`config.mk`:
```
export PLATFORM = sky130hd
export DESIGN_NAME = graycode_updown_counter_flat
export DESIGN_NICKNAME = d
export VERILOG_FILES = /design/src/rtl/graycode_updown_counter_pkg.sv /design/src/rtl/graycode_updown_counter_if.sv /design/src/rtl/graycode_updown_counter_next_calc.sv /design/src/rtl/graycode_updown_counter.sv /design/src/flat_wrapper.sv
export SDC_FILE = /design/constraint.sdc
export NUM_CORES = 1
export LEC_CHECK = 0
export CORE_AREA = 4 4 41 43
export DETAILED_ROUTE_END_ITERATION = 10
export DIE_AREA = 0 0 45 47
export GPL_TIMING_DRIVEN = 0
export PLACE_DENSITY = 0.41
export REMOVE_ABC_BUFFERS = 1
export SETUP_SLACK_MARGIN = 0.05
export SLEW_MARGIN = 20
export SYNTH_ARGS = -nofsm -noshare
export SYNTH_HDL_FRONTEND = slang
export SYNTH_SLANG_ARGS = --single-unit
```
`constraint.sdc`:
```
create_clock -name clk -period 1.78 [get_ports clk]
set_clock_uncertainty 0.2 [all_clocks]
set_input_delay 0.534 -clock clk [delete_from_list [all_inputs] [get_ports clk]]
set_output_delay 0.534 -clock clk [all_outputs]
set_load 0.02 [all_outputs]
```
`src/rtl/graycode_updown_counter_pkg.sv`:
```
// Shared Gray-code helpers and width defaults for the up/down Gray counter.
// The functions work on zero-extended values, so any width up to GRAY_MAX_W is handled.
package gray_pkg;

  localparam int GRAY_W     = 4;
  localparam int GRAY_MAX_W = 32;

  typedef logic [GRAY_MAX_W-1:0] gray_word_t;

  function automatic gray_word_t bin2gray(input gray_word_t b);
    return b ^ (b >> 1);
  endfunction

  // Prefix XOR from the MSB; zero upper bits leave narrower codes intact.
  function automatic gray_word_t gray2bin(input gray_word_t g);
    gray_word_t b;
    b[GRAY_MAX_W-1] = g[GRAY_MAX_W-1];
    for (int i = GRAY_MAX_W - 2; i >= 0; i--) begin
      b[i] = b[i+1] ^ g[i];
    end
    return b;
  endfunction

endpackage

```
`src/rtl/graycode_updown_counter_if.sv`:
```
// Direction control and Gray-code count output of the counter, grouped as one bundle.
interface graycode_updown_counter_if
  import gray_pkg::*;
#(
  parameter int WIDTH = GRAY_W
);
  logic             dir;
  logic [WIDTH-1:0] gray;

  modport master (output dir, input  gray);
  modport slave  (input  dir, output gray);
endinterface

```
`src/rtl/graycode_updown_counter_next_calc.sv`:
```
// Combinational step of the counter: next binary value and its Gray encoding.
module gray_next_calc
  import gray_pkg::*;
#(
  parameter int WIDTH = GRAY_W
) (
  input  logic [WIDTH-1:0] bin,
  input  logic             dir,
  output logic [WIDTH-1:0] bin_next,
  output logic [WIDTH-1:0] gray_next
);

  // Natural modulo-2^WIDTH wrap from the fixed-width add/subtract.
  assign bin_next  = dir ? (bin + WIDTH'(1)) : (bin - WIDTH'(1));
  assign gray_next = WIDTH'(bin2gray(GRAY_MAX_W'(bin_next)));

endmodule

```
`src/rtl/graycode_updown_counter.sv`:
```
// Up/down counter whose visible output is a registered Gray code, stepping every cycle.
module graycode_updown_counter
  import gray_pkg::*;
#(
  parameter int WIDTH = GRAY_W
) (
  input  logic                            clk,
  input  logic                            rst,
  graycode_updown_counter_if.slave        bus
);

  logic [WIDTH-1:0] bin_reg;
  logic [WIDTH-1:0] gray_reg;
  logic [WIDTH-1:0] bin_next;
  logic [WIDTH-1:0] gray_next;

  gray_next_calc #(
    .WIDTH (WIDTH)
  ) u_next (
    .bin       (bin_reg),
    .dir       (bus.dir),
    .bin_next  (bin_next),
    .gray_next (gray_next)
  );

  // Gray output comes straight from its own flop so it never glitches.
  always_ff @(posedge clk) begin
    if (rst) begin
      bin_reg  <= '0;
      gray_reg <= '0;
    end else begin
      bin_reg  <= bin_next;
      gray_reg <= gray_next;
    end
  end

  assign bus.gray = gray_reg;

endmodule

```
`src/flat_wrapper.sv`:
```
// flat-port wrapper written by rule: the top's interface ports become plain ports
module graycode_updown_counter_flat import gray_pkg::*;
#(
  parameter int WIDTH = GRAY_W
)
  (clk, rst, bus_dir, bus_gray);
  graycode_updown_counter_if #(.WIDTH(WIDTH)) bus_i ();
  input  logic clk;
  input  logic rst;
  input wire logic [$bits(bus_i.dir)-1:0] bus_dir;
  output wire logic [$bits(bus_i.gray)-1:0] bus_gray;
  assign bus_i.dir = bus_dir;
  assign bus_gray = bus_i.gray;
  graycode_updown_counter #(.WIDTH(WIDTH)) u_core (.clk(clk), .rst(rst), .bus(bus_i));
endmodule
```
==> summary.txt <==
STA
  – Fmax: 0.567 GHz
  – Final WS setup: 15.2 ps
  – Crit share post-route: 99.1%
  – Slew @ Worst Pin: 226 ps
  – RSZ-0062 raised after global routing: yes
  – Slew margin rel.: 84.9%
  – Final setup violation count: 0
  – Fin. max-slew vios: 0
  – Fin. Hold Viols: 0
  – Fin Hold WS: 243 ps
  – Tmin final: 1760 ps

Floorplan
  – I/O pins: 7
  – Rows: 13
  – Placeable Area: 1300 sq um
  – DIE WIDTH: 45 microns
  – Height of the die: 47 microns
  – Initial core utilization: 23.9%
  – DIE AREA: 2120 sq um

Setup path
  – WS Path Type: input pin to flop
  – Startpoint types: input pin
  – CP Capture Type: flop
  – Arr. time, crit path: 1700 ps
  – Worst-path fanout max: 3
  – CP Data Required Time: 1710 ps

Logic synthesis
  – Synth unique cells: 13
  – Seq/Total Area, Yosys: 45.0%
  – Seq cells post-synth: 7
  – Synth Area per Inst: 10.7 sq um
  – Syn. warnings: 0
  – Synthesized cell area: 312 sq um
  – Synthesized instance count: 29

Status
  – Outcome: finished, final reports clean

GRT
  – GR Util All Layers: 7.31%
  – First-pass GRT wire length: 1020 microns
  – Vias in the first global route: 245
  – GR Util met3: 2.68%
  – Initial antenna violation count: 0
  – Grt ovf: 0
  – Global Route met1 Usage: 6.93%
  – Busiest layer in global routing: met2
  – Met2 GRT Util: 12.1%
  – Largest net degree at the start of global routing: 8

Run
  – Max cap viols: 0

Final layout
  – Fill cells: 151
  – Area Growth Syn to Fin: 51.0%
  – Antenna cells: 0
  – Layout cells sized above 1: 38.5%
  – Post-route cell area: 470 sq um
  – Final cell count without fillers: 54
  – Nets@finish: 46
  – Max FFs per register: 4

Placement
  – Port Buffers: 6
  – RD Place Congestion: 0.634
  – DP Cell Count: 49
  – Area post-placement: 383 sq um
  – Placement Setup Slack: -920 ps

Routing
  – Routed wire length: 543 microns
  – DR DRC count: 0
  – DR WL/cell: 10.1 microns
  – DR pass1 iterations: 3
  – Iter 0 DRT Violations: 4
  – Vias after detailed routing: 226
  – Number of nets with antenna violations after routing: 0
  – Post-DR vias/cell: 4.19

Clock tree
  – Hold Buf Count CTS: 0
  – CTS buffer count: 3
  – Clock-pin slew on the worst setup and hold paths: 50 ps
  – H-tree depth: 1
  – Clk Latency, worst-skew pair: 250 ps
  – # clock sinks: 7
  – Clk root buf: clkbuf_4
  – CTS tree: yes
  – Max Root-Sink Buffers: 2

Power and ir drop
  – Maximum vdd drop: 0.517 mV
  – Final Power: 0.644 mW
  – P per Cell Area: 1370 nW/um^2
  – Static leakage: 0.211 nW

Min path
  – Hold Crit Class: flop to flop
-- worst max-delay path: stages --
cell and delay, ps:
buf_12 90, clkinv_8 40, ha_4 190, a21o_1 180, a21oi_2 180, xnor2_2 150
mux2_4 320
-- worst paths after layout --
path	startpoint	to	slack, ps	cells past startpoint
max	bus_dir	u_core.bus.gray[2]$_SDFF_PP0_	20	7
min	u_core.bin_reg[0]$_SDFF_PP0_	u_core.bin_reg[0]$_SDFF_PP0_	240	1
max reg2reg	u_core.bin_reg[1]$_SDFF_PP0_	u_core.bus.gray[2]$_SDFF_PP0_	80	5
min reg2reg	u_core.bin_reg[0]$_SDFF_PP0_	u_core.bin_reg[0]$_SDFF_PP0_	240	1
-- metrics by stage --
stage,TNS [ps],utilization (%)
after global routing,-30.7,36.2
after global placement,-3380,29.4
after CTS,0,33.9
after detailed placement,-3440,29.4
after floorplan,-170,-
final,0,36.2
-- synth_stat cells --
| cell | n | area share, % |
|---|---|---|
| a21o_1 | 1 | 2.4 |
| a21oi_2 | 1 | 2.8 |
| buf_4 | 1 | 2.4 |
| dfxtp_1 | 7 | 45 |
| fa_1 | 1 | 6.4 |
| ha_1 | 2 | 8.0 |
| inv_1 | 3 | 3.6 |
| mux2_1 | 1 | 3.6 |
| nor2_1 | 6 | 7.2 |
| nor2b_1 | 1 | 2.0 |
| xnor2_1 | 3 | 8.4 |
| xor2_1 | 1 | 2.8 |
| xor2_2 | 1 | 5.2 |
-- layout make-up --
class                      instances  area [sq um]  share of cell area, %
multi-input combinational         18           186                   39.6
sequential                         7           143                   30.3
timing repair buffer               7          72.6                   15.4
clock buffer                       4          26.3                   5.59
inverter                           3          23.8                   5.05
tap                               15          18.8                   3.99
-- metal layers --
metal | routed length [microns] | part of all wire [%]
met2 | 274 | 50
met3 | 35 | 6.4
met5 | 0 | 0
met4 | 17 | 3.1
met1 | 216 | 40
-- repair_timing --
item,in CTS,in global routing
setup buffers,0,1
gates resized for setup,17,7
endpoints found under the hold margin,0,0
setup endpoints to repair,10,1
pin swaps,3,4
-- cells in the final DEF (no fill, tap or decap), drive strengths merged --
cell	synthesis	routed
a21o	1	1
clkbuf	0	4
buf	1	2
nor2b	1	1
fa	1	1
mux2	1	1
a21oi	1	1
ha	2	2
xor2	2	2
inv	3	2
clkinv	0	1
nor2	6	6
dfxtp	7	7
xnor2	3	3
clkdlybuf4s50	0	1
dlygate4sd2	0	4
-- report_power, final --
part	internal, mW	leakage, nW	switching [mW]	total (mW)
Combinational	0.138	0.137	0.140	0.277
Sequential	0.204	0.0588	0.0227	0.226
Clock	0.0853	0.0150	0.0546	0.140
Total	0.427	0.211	0.217	0.644
-- logic make-up after synthesis --
group | after synthesis | share of synthesized area, %
buffers and inverters | 4 | 6.02
AOI/OAI and AO/OA | 2 | 5.22
DFF | 7 | 45.0
and+or+nand+nor | 7 | 9.24
xor gates and xnor gates | 5 | 16.5
adders and majority gates | 3 | 14.5
muxes | 1 | 3.61
(Power assumes the default switching activity.)
==> variant 1: new RTL, same flow settings <==
Change the package constant `GRAY_W` from 4 to 3.
--- a/src/rtl/graycode_updown_counter_pkg.sv
+++ b/src/rtl/graycode_updown_counter_pkg.sv
@@ -4,3 +4,3 @@
 
-  localparam int GRAY_W     = 4;
+  localparam int GRAY_W     = 3;
   localparam int GRAY_MAX_W = 32;
Interface: changed (resized bus_gray); port bits go from 7 to 6. The function was not compared with the original's and may differ.
==> variant 1 against the original RTL <==
Setup slack improved by 0.16 ns; sequential share of layout area rose by 3.3 points; sequential power fell by 34%; routed wire length fell by 32%; synthesized area fell by 34%; sequential cell count fell by 2; design area fell by 37%; total power fell by 33%.
==> variant 1: results (changes against the original RTL) <==
Max reg flops = 3 (was 4)
WP data arrival = 1.54 ns (was 1.70 ns)
Reg clk slew, reported paths = 0.05 ns (about the same)
Via density per instance = 3.163 (was 4.185)
Tot GR Track Use = 0.05305 (was 0.07307)
Worst vdd ir = 330.3 uV (was 516.5 uV)
Vias in the first global route = 154 (was 245)
Fraction of layout cells with a size suffix above 1 = 0.3214 (was 0.3846)
Largest net degree at the start of global routing = 6 (was 8)
Pre-Repair DR Iteration Count = 2 (was 3)
Post-synthesis cell type count = 7 (was 13)
Most frequent cells after synthesis = 5 x dfxtp_1, 5 x nor2_1, 4 x xnor2_1 (was 7 x dfxtp_1, 6 x nor2_1, 3 x inv_1, 3 x xnor2_1, 2 x ha_1)
Buffers on Ports = 5 (was 6)
Outcome = complete, no violations (unchanged)
Clk_lat worst skew = 0.24 ns
Leakage = 0.1272 nW (was 0.2107 nW)
Synth top area cells = dfxtp_1 49%, xnor2_1 17%, fa_1 9.8% (was dfxtp_1 45%, xnor2_1 8.4%, ha_1 8.0%)
Worst r2r dst = u_core.bus.gray[1] (was u_core.bus.gray[2])
Sequential share of the synthesized area = 0.4878 (was 0.4498)
Placement Setup Slack = -0.5607 ns (was -0.9196 ns)
Antenna violations before repair = 0 (unchanged)
Hold Crit Depth = 1 (unchanged)
Area after DPL = 266.5 um^2 (was 382.9 um^2)
Setup slack, reg-to-reg = 0.18 ns (was 0.08 ns)
Final net count = 33 (was 46)
Hold_ws = 0.2687 ns (was 0.2427 ns)
Mapped Cells = 19 (was 29)
Final Wtd Congestion = 0.6666 (was 0.6337)
Critical Path Fanout Max = 2 (was 3)
Filler cell count in the final layout = 155 (was 151)
Total placed cells including tap cells = 38 (was 49)
First-pass GRT wire length = 641 um (was 1.021 mm)
Reg2reg start = u_core.bin_reg[0] (was u_core.bin_reg[1])
Finished Layout Cells = 43 (was 54)
DRT iter0 DRCs = 2 (was 4)
Rel. slew slack = 0.8591 (was 0.8490)
Drt total wl = 369 um (was 543 um)
## variant 1: per-stage QoR
stage	utilization	total power, W	TNS, ns
5_1_grt	0.2288	0.0004648	0
3_3_place_gp	0.2048	0.0002962	-1.627
2_1_floorplan	-	0.0002455	0
3_5_place_dp	0.2048	0.0002996	-1.718
6_report	0.2288	0.0004339	0
4_1_cts	0.2356	0.0004478	0
## variant 1: report_power, final
group | internal [W] | switching [W]
logic | 0.0000785 | 0.0000733
registers | 0.000137 | 0.0000125
clock network | 0.0000848 | 0.0000473
total | 0.000301 | 0.000133
## variant 1: area by class of cell
class	count	area, um^2	area share
Clock buffer	4	26.28	0.08824
Inverter	2	7.507	0.02521
Tap cell	15	18.77	0.06303
Sequential cell	5	100.1	0.3361
Multi-Input combinational cell	11	100.1	0.3361
Timing Repair Buffer	6	45.04	0.1513
## variant 1: how the worst max path moves through the flow
stage,slack (ns),endpoint,start
finish,0.17,u_core.bus.gray[1],bus_dir
global route,0.11,u_core.bus.gray[1],u_core.bin_reg[0]
CTS,0.02,u_core.bus.gray[1],bus_dir
detailed placement,-0.56,u_core.bus.gray[1],bus_dir
global placement,-0.53,u_core.bus.gray[1],bus_dir
floorplan,0.03,u_core.bus.gray[1],bus_dir
## variant 1: critical path, stage by stage
cell	delay, ns
clkbuf_2	0.12
fa_2	0.59
xnor2_2	0.13
xnor2_1	0.13
nor2_1	0.05
## variant 1: cell families (layout without fill, tap and decap cells)
group | count (synthesis) | in the layout | share of synthesized area
adder cells (fa/ha/maj) | 1 | 1 | 0.09756
buffers and inverters | 3 | 12 | 0.07320
XOR/XNOR | 5 | 5 | 0.2500
AND/OR/NAND/NOR | 5 | 5 | 0.09147
flip-flops | 5 | 5 | 0.4878
## variant 1: what timing repair did
| action | in CTS | in global routing |
|---|---|---|
| gates resized for setup | 7 | 3 |
| setup buffers | 1 | 0 |
| pin swaps | 1 | 2 |
| setup endpoints to repair | 7 | 3 |
| endpoints found under the hold margin | 0 | 0 |
## variant 1: metal layers
layer	vias up	global-route usage	share of wire
li1	70	-	-
met1	56	0.04577	0.40
met2	8	0.06497	0.41
met3	2	0.04598	0.15
met4	0	0.07018	0.041
met5	-	0	0
==> variant 2: new RTL, same flow settings <==
Without the edit above. Reset style: asynchronous (`rst`), changed in one clocked block.
--- a/src/rtl/graycode_updown_counter.sv
+++ b/src/rtl/graycode_updown_counter.sv
@@ -26,3 +26,3 @@
   // Gray output comes straight from its own flop so it never glitches.
-  always_ff @(posedge clk) begin
+  always_ff @(posedge clk or posedge rst) begin
     if (rst) begin
Behaviour: differs if rst is asserted again (counterexample within 4 cycles, from zero or initial values and one cycle with rst high); with rst held inactive, the same outputs for 10 cycles.
==> variant 2 against the original RTL <==
Setup slack improved by 0.12 ns; total power up 41%; sequential cell count unchanged; routed wire length down 7.7%; count of clock-buffer cells in the layout stayed put; global-route usage down 1.2 points; synthesized area grew 7.6%; design area decreased by 5.3%.
==> variant 2: results (changes against the original RTL) <==
P_int = 0.0005800 W (was 0.0004267 W)
Sequential cell area share = 0.3933 (was 0.3032)
Fraction of layout cells with a size suffix above 1 = 0.3143 (was 0.3846)
Critical Path Fanout Max = 1 (was 3)
Post-synthesis adder-cell area fraction = 0.1343 (was 0.1446)
Worst vdd ir = 591.0 uV (was 516.5 uV)
Met1 usage = 0.06323 (was 0.06928)
Worst stage delay on the critical path = 0.35 ns (was 0.32 ns)
Async S/R FF share, synth = 1.000 (was 0)
Flop+latch power = 0.000269 W (was 0.000226 W)
Cts repair resizes = 11 (was 17)
Tot GR Track Use = 0.06065 (was 0.07307)
Worst Hold Launch = u_core.bin_reg[0] (unchanged)
Metal2 WL = 239 um (was 274 um)
Reg2reg start = u_core.bin_reg[0] (was u_core.bin_reg[1])
Most frequent cells after synthesis = 7 x dfrtp_1, 5 x inv_1, 3 x xnor2_1 (was 7 x dfxtp_1, 6 x nor2_1, 3 x inv_1, 3 x xnor2_1, 2 x ha_1)
Post-Synth XOR/XNOR Area = 0.2276 (was 0.1647)
Mux contribution to synthesized area = 0 (was 0.03614)
Final net count = 42 (was 46)
Slowest cell on crit path = dfrtp_1 (was mux2_4)
Top routing layer in use = met3 (was met4)
Vias in the first global route = 211 (was 245)
Delay-heaviest family, CP = flip-flops (was compound AO/OA/AOI/OAI gates)
Pre-Repair DR Iteration Count = 1 (was 3)
Worst-Margin Slew = 0.2626 ns (was 0.2257 ns)
Grt met2 use = 0.08757 (was 0.1215)
Post-synthesis compound-gate area fraction = 0.03731 (was 0.05221)
WP data arrival = 0.91 ns (was 1.70 ns)
Sequential share of the synthesized area = 0.5224 (was 0.4498)
Ys flop type = dfrtp_1 (was dfxtp_1)
First-pass GRT wire length = 828 um (was 1.021 mm)
Final Wtd Congestion = 0.7366 (was 0.6337)
Met3 routed WL = 46 um (was 35 um)
Outcome = complete, no violations (unchanged)
[variant 2: through the flow]
stage | power (W) | TNS (ns) | instance area [um^2] | util | instances
floorplan | 0.0006015 | 0 | 327.8 | - | 24
global placement | 0.0007412 | -2.839 | 406.6 | 0.3125 | 45
detailed placement | 0.0007410 | -2.878 | 406.6 | 0.3125 | 45
CTS | 0.0009231 | 0 | 449.2 | 0.3452 | 50
global route | 0.0009788 | 0 | 445.4 | 0.3423 | 50
finish | 0.0009044 | 0 | 445.4 | 0.3423 | 50
[variant 2: worst paths after layout]
| check | end | slack, ns |
|---|---|---|
| setup / recovery | bus_gray[2] | 0.14 |
| hold reg to reg | u_core.bus.gray[0] | 0.28 |
| max in group asynchronous | u_core.bus.gray[0] | 0.86 |
| hold / removal | u_core.bus.gray[0] | 0.28 |
| min in group asynchronous | u_core.bin_reg[0] | 0.32 |
| setup reg to reg | u_core.bus.gray[2] | 0.15 |
